**config.mk**
```make
export PLATFORM = sky130hd
export DESIGN_NAME = serial_adder
export DESIGN_NICKNAME = d
export VERILOG_FILES = /design/src/rtl/serial_adder_pkg.sv /design/src/rtl/serial_adder_full_adder_cell.sv /design/src/rtl/serial_adder.sv
export SDC_FILE = /design/constraint.sdc
export NUM_CORES = 1
export LEC_CHECK = 0
export ABC_AREA = 1
export BUFFER_PORTS_ARGS = -buffer_cell sky130_fd_sc_hd__buf_2
export CORE_UTILIZATION = 51
export DETAILED_ROUTE_END_ITERATION = 12
export GPL_ROUTABILITY_DRIVEN = 0
export GPL_TIMING_DRIVEN = 0
export PLACE_DENSITY = 0.78
export SLEW_MARGIN = 40
export SYNTH_ARGS = -nofsm -noshare
export SYNTH_HDL_FRONTEND = slang
export SYNTH_SLANG_ARGS = --single-unit
```
**constraint.sdc**
```tcl
create_clock -name clk -period 1.6 [get_ports clk]
set_input_delay 0.32 -clock clk [delete_from_list [all_inputs] [get_ports clk]]
set_output_delay 0.32 -clock clk [all_outputs]
set_load 0.05 [all_outputs]
```
**src/rtl/serial_adder_pkg.sv**
```systemverilog
// Shared types and helpers for the bit-serial adder: FSM state encoding and
// bit-counter sizing.
package serial_adder_pkg;

    typedef enum logic [1:0] {
        IDLE = 2'd0,
        RUN  = 2'd1,
        DONE = 2'd2
    } state_t;

    // Counter must hold 0..WIDTH-1 and never collapse to zero bits.
    function automatic int cnt_width(input int width);
        if (width <= 1) begin
            return 1;
        end else begin
            return $clog2(width);
        end
    endfunction

endpackage

```
**src/rtl/serial_adder_full_adder_cell.sv**
```systemverilog
// One-bit full adder made of two half-adder stages whose carries are ORed.
// Purely combinational; the serial adder feeds it one operand bit per cycle.
module full_adder_cell (
    input  logic x,
    input  logic y,
    input  logic cin,
    output logic s,
    output logic cout
);

    logic ha0_sum_s;
    logic ha0_carry_s;
    logic ha1_carry_s;

    // First stage adds the operand bits, second stage folds in the carry.
    assign ha0_sum_s   = x ^ y;
    assign ha0_carry_s = x & y;
    assign s           = ha0_sum_s ^ cin;
    assign ha1_carry_s = ha0_sum_s & cin;
    assign cout        = ha0_carry_s | ha1_carry_s;

endmodule

```
**src/rtl/serial_adder.sv**
```systemverilog
// Bit-serial WIDTH-bit adder, LSB first, with valid/ready on both sides.
// Optional subtract mode is built when SERIAL_ADDER_SUB_EN is defined.
module serial_adder
    import serial_adder_pkg::*;
#(
    parameter int WIDTH = 8
) (
    input  logic             clk,
    input  logic             rst_n,
    input  logic             in_valid,
    output logic             in_ready,
    input  logic [WIDTH-1:0] a,
    input  logic [WIDTH-1:0] b,
`ifdef SERIAL_ADDER_SUB_EN
    input  logic             sub,
`endif
    output logic             out_valid,
    input  logic             out_ready,
    output logic [WIDTH-1:0] sum,
    output logic             carry_out
);

    localparam int CW = cnt_width(WIDTH);

    state_t           state_r;
    logic [CW-1:0]    cnt_r;
    logic             carry_r;
    logic [WIDTH-1:0] a_sr_r;
    logic [WIDTH-1:0] b_sr_r;
    logic [WIDTH-1:0] sum_r;
    logic             carry_out_r;
    logic             out_valid_r;

    logic             sub_s;
    logic             accept_s;
    logic             last_s;
    logic             fa_sum_s;
    logic             fa_cout_s;
    logic [WIDTH:0]   sum_ext_s;
    logic [WIDTH-1:0] b_load_s;

`ifdef SERIAL_ADDER_SUB_EN
    assign sub_s = sub;
`else
    assign sub_s = 1'b0;
`endif

    // Subtraction is a + ~b + 1: invert b on load and seed the carry with 1.
    assign b_load_s  = sub_s ? ~b : b;
    assign in_ready  = (state_r == IDLE) | ((state_r == DONE) & out_ready);
    assign accept_s  = in_valid & in_ready;
    assign last_s    = (cnt_r == CW'(WIDTH - 1));
    assign sum_ext_s = {fa_sum_s, sum_r};

    full_adder_cell u_fa (
        .x    (a_sr_r[0]),
        .y    (b_sr_r[0]),
        .cin  (carry_r),
        .s    (fa_sum_s),
        .cout (fa_cout_s)
    );

    // Control FSM together with the operand/sum shift registers and carry flop.
    always_ff @(posedge clk or negedge rst_n) begin
        if (!rst_n) begin
            state_r     <= IDLE;
            cnt_r       <= '0;
            carry_r     <= 1'b0;
            a_sr_r      <= '0;
            b_sr_r      <= '0;
            sum_r       <= '0;
            carry_out_r <= 1'b0;
            out_valid_r <= 1'b0;
        end else begin
            case (state_r)
                IDLE: begin
                    if (accept_s) begin
                        a_sr_r  <= a;
                        b_sr_r  <= b_load_s;
                        carry_r <= sub_s;
                        cnt_r   <= '0;
                        state_r <= RUN;
                    end else begin
                        state_r <= IDLE;
                    end
                end
                RUN: begin
                    // New sum bit enters at the MSB so the LSB lands at bit 0 last.
                    sum_r   <= sum_ext_s[WIDTH:1];
                    a_sr_r  <= a_sr_r >> 1;
                    b_sr_r  <= b_sr_r >> 1;
                    carry_r <= fa_cout_s;
                    cnt_r   <= cnt_r + CW'(1);
                    if (last_s) begin
                        carry_out_r <= fa_cout_s;
                        out_valid_r <= 1'b1;
                        state_r     <= DONE;
                    end else begin
                        state_r     <= RUN;
                    end
                end
                DONE: begin
                    if (out_ready) begin
                        out_valid_r <= 1'b0;
                        if (in_valid) begin
                            a_sr_r  <= a;
                            b_sr_r  <= b_load_s;
                            carry_r <= sub_s;
                            cnt_r   <= '0;
                            state_r <= RUN;
                        end else begin
                            state_r <= IDLE;
                        end
                    end else begin
                        state_r <= DONE;
                    end
                end
                default: begin
                    state_r     <= IDLE;
                    out_valid_r <= 1'b0;
                end
            endcase
        end
    end

    assign out_valid = out_valid_r;
    assign sum       = sum_r;
    assign carry_out = carry_out_r;

endmodule

```
Word level (Yosys, flattened, before mapping)
Cells that the tools add are included.
{"block": "word_totals", "inputBits": 20, "regBits": 32, "wordCells": 54}
{"block": "classes", "n_mux": 24, "bitwise_logic": 9, "eq_ne": 7, "n_reduce_logical": 5, "add_sub_neg": 1}
{"op": "2-to-1 mux 8 bit", "n": 6}
{"op": "case mux 8 bit (3 select lines)", "n": 2}
{"op": "2-to-1 mux 3 bit", "n": 3}
{"op": "case mux 3 bit (3 select lines)", "n": 1}
{"op": "!= test 2 bit, second input constant", "n": 4}
{"op": "2-to-1 mux 1 bit", "n": 7}
{"op": "case mux 1 bit (3 select lines)", "n": 2}
{"op": "case mux 2 bit (3 select lines)", "n": 1}
{"op": "AND 1 bit", "n": 4}
{"op": "2-to-1 mux 2 bit", "n": 2}
{"op": "AND reduction 4 bit", "n": 1}
{"op": "adder 3 x 1 -> 3 bit, second input constant", "n": 1}
{"op": "equality test 3 bit, second input constant", "n": 1}
{"op": "AND reduction 3 bit", "n": 1}
{"op": "nonzero test 3 bit", "n": 1}
{"op": "equality test 2 x 1 -> 1 bit, second input constant", "n": 1}
{"op": "equality test 2 bit, second input constant", "n": 1}
{"op": "zero test 2 bit", "n": 1}
{"op": "bitwise OR 1 bit", "n": 2}
{"op": "AND reduction 2 bit", "n": 1}
{"op": "XOR 1 bit", "n": 2}
{"op": "inverter 1 bit", "n": 1}

Longest topological paths before layout
{"block": "depth", "depth_word": 6, "mapped_depth": 7, "mapped_depth_nobuf": 6}

Hierarchy
A second synthesis with hierarchy kept.
{"block": "hier_totals", "cells_unflattened": 194, "hier_area_um2": 1552.7}
{"mod": "serial_adder", "cells_each": 193, "seq_area_each_um2": 800.8, "instances": 1, "area_each_um2": 1532.7}
{"mod": "full_adder_cell", "cells_each": 1, "seq_area_each_um2": 0.0, "instances": 1, "area_each_um2": 20.0}

Worst setup path before layout
No wires, ideal clock.
{"block": "synth_timing", "kind": "reg-to-output", "start": "reg state_r[0]", "end": "out in_ready", "path_slack_ns": -0.030, "arrival_ns": 1.310, "stages_incl_launch_ff": 3, "cell_sequence": "dfrtp_1 > buf_6 > a21oi_1"}
{"block": "synth_via", "elab_chain_len": 3, "word_cells_on_any_way": 4, "classes_between": "eq/ne (1); bitwise (2); reduce/logical (1)"}
{"item": "start: declaration", "line": "serial_adder.sv:25", "rtl": "state_t state_r;"}
{"item": "start signal: assignment", "line": "serial_adder.sv:66", "rtl": "state_r <= IDLE;"}
{"item": "start signal: assignment", "line": "serial_adder.sv:82", "rtl": "state_r <= RUN;"}
{"item": "start signal: assignment", "line": "serial_adder.sv:84", "rtl": "state_r <= IDLE;"}
{"item": "equality test 2 bit", "line": "serial_adder.sv:50", "rtl": "assign in_ready = (state_r == IDLE) | ((state_r == DONE) & out_ready);"}
{"item": "AND 1 bit", "line": "serial_adder.sv:50"}
{"item": "bitwise OR 1 bit *", "line": "serial_adder.sv:50"}
{"item": "end: declaration", "line": "serial_adder.sv:11", "rtl": "output logic in_ready,"}
Mark *: on every way between the ends. The rest lies on a longest branch, timed or not.

Worst setup path after layout
Same ends and word-level chain as after synthesis.

==> metrics.txt <==
multiplexer area fraction after synthesis 0%; Synth Area in XOR/XNOR 0%; fin nets 254; hold crit path type primary input to asynchronous set/reset pin; vias ~1300; Req. time, crit path approximately 1300 ps; largest net degree at the start of global routing 33; critical path type register to output pin; Max clock buf depth 2; gr ovfl total 0; Final Hold Viols 0; worst slew pin tran a little under 700 ps; cell count after synthesis around 190; Post-CTS Setup Bufs 0; Main synth FF type dfrtp_1; Setup TNS 0 ps; Fmax 655 MHz; FF-to-FF path depth 6; cell area after synthesis between 0.0015 and 0.002 mm²; DRC viols 4; worst setup margin between 70 and 80 ps; worst path arrival time 1210 ps; H-tree depth 2; R2R setup slack ~410 ps; failing checks design-rule violations; fin crit share a little over nine tenths; first-pass GRT wire length between 5000 and 6000 µm; Layout Skew around 11 ps; part of the power in registers between 30 and 40%; final WL approximately 3000 µm; Post-Synth Adder-Cell Area approximately 2.9%; synth cell count leaders nand2_1, dfrtp_1, nand3_1; TritonCTS clock tree built; count leader, synth nand2_1; final setup vio count 0; Leak between 1 and 1.5 nW; Port Buffer Count 30; Post-Syn Nets about 220; YS warnings 0; CP Capture Type output pin; hold buffer count at CTS 0; CP Launch Type register; routed length per instance 11.5 µm; Starting Density 54.9%; vias in the first global route 1191; clock group share of total power a little under an eighth; Seq/Total Area, Yosys 51.6%; Area contributors post-synth dfrtp_1, nand2_1, nand3_1; Root Buffer clkbuf_4; area grow syn2layout 15.6%; Finished Layout Cells 262; total internal power 0.00199 W; total global-route track usage a little over a fifth; CTS sink cnt 32; Synth area leader dfrtp_1; Die Wd 57.2 µm; Synth Area per Inst ~8 µm²; clock-pin slew on the worst setup and hold paths around 100 ps; status complete, but fails checks; initial antenna violation count 0; fin. max-slew vios 0; row cnt 19; dpl cells approximately 260; ANT cells 0; post-cts sizing count 0; Synth Area in Compound Gates 3.22%; r2r endpoint a_sr_r[3]; pre-CTS setup slack roughly 380 ps; total die area about 0.0033 mm²; DP Wirelength about 2100 µm; via density per instance approximately 5; Max-Cap Viols 0; post-synthesis register bit count 32; power per cell area roughly 2100 mW/mm²; Synth cell types 18; Die Y ~57 µm; RSZ-0062 raised after global routing no; Rel. slew slack around 54%; combinational share of power 52.6%; core box area ~0.0028 mm²; Worst-Skew Late Latency around 340 ps; reg2reg start state_r[1]; initial drt markers 72; sw frac ~47%; TritonRoute pass-1 iters 8; Post-synth EDFFs 0; Max IR drop VDD between 0.8 and 0.9 mV; I/O pin count 31; share of cells above drive strength 1 a little under a quarter; CTS Buf Count 5; largest family of logic cells by synthesized area simple AND/OR/NAND/NOR gates; Worst Path Max Fanout 10; min cycle time layout approximately 1500 ps; Switch Pwr 0.00179 W; DRT antenna net count 0; Simple-Gate Fraction of Synth Area 34.6%; ys async rst share 100%; Yosys top cell area share about 52%
per-layer routing:
metal	wire length (µm)	global-route usage, %	part of all wire [%]	up-vias
met5	0	0	0	-
li1	-	-	-	675
met1	1480	30.4	49	603
met4	77	11.5	2.6	0
met3	109	4.76	3.6	8
met2	1330	31.9	44	23
final cells by class:
class | count | area, µm²
inverters | 10 | 37.5
clock inverters | 1 | 5.00
well taps | 31 | 38.8
clock buffers | 6 | 41.3
flip-flops and latches | 32 | 801
fillers | 245 | 1030
repair buffers | 30 | 153
multi-input cells | 143 | 637
plain buffers | 9 | 81.3
sequential cells by signal (all words and copies together), names as in the netlist:
| name | cells |
|---|---|
| state_r | 2 |
| cnt_r | 3 |
| out_valid | 1 |
| sum | 8 |
| a_sr_r | 8 |
| b_sr_r | 8 |
| carry_r | 1 |
| carry_out | 1 |
metrics by stage:
stage / util (%) / hold slack (ps) / cell area, µm² / power [W]
after floorplan: - / 24.4 / 1560 / 0.00291
after global placement: 61.7 / 413 / 1750 / 0.00332
after detailed placement: 61.7 / 413 / 1750 / 0.00337
after CTS: 63.3 / 35.3 / 1790 / 0.00380
after global routing: 63.4 / 73.2 / 1790 / 0.00411
final: 63.4 / 12.2 / 1790 / 0.00378
worst max path at each step:
stage,startpoint,to,slack [ps],cells past startpoint
4_1_cts,state_r[0],in_ready,3,3
5_1_grt,state_r[0],in_ready,10,3
3_5_place_dp,state_r[0],in_ready,380,3
3_3_place_gp,state_r[0],in_ready,380,3
2_1_floorplan,state_r[0],in_ready,300,2
6_report,state_r[0],in_ready,70,3
layout by cell type, fill, tap and decap left out, drive strengths merged:
| cell type | Yosys | final |
|---|---|---|
| clkinv | 0 | 1 |
| or2 | 1 | 1 |
| ha | 2 | 2 |
| nand2 | 107 | 107 |
| buf | 9 | 39 |
| clkbuf | 0 | 6 |
| a21oi | 2 | 2 |
| nand3 | 16 | 16 |
| o21ai | 8 | 8 |
| inv | 10 | 10 |
| nor2 | 6 | 6 |
| fa | 1 | 1 |
| dfrtp | 32 | 32 |
power by group through the flow:
stage | clock network (W) | registers, W | logic (W)
floorplan | 0 | 0.00172 | 0.00118
global route | 0.000470 | 0.00140 | 0.00224
global placement | 0 | 0.00137 | 0.00196
CTS | 0.000442 | 0.00136 | 0.00200
detailed placement | 0 | 0.00138 | 0.00199
finish | 0.000429 | 0.00136 | 0.00199
kinds of logic (layout without fill, tap and decap cells):
| kind of cell | Yosys count | count (layout) |
|---|---|---|
| fa+ha+maj | 3 | 3 |
| flops | 32 | 32 |
| buf+inv | 19 | 56 |
| simple gates | 130 | 130 |
| compound gates | 10 | 10 |
critical path: stages (launching register included):
cell and delay, ps:
dfrtp_1 390, buf_6 150, a21oi_2 120, buf_4 210
(Power assumes the default switching activity.)
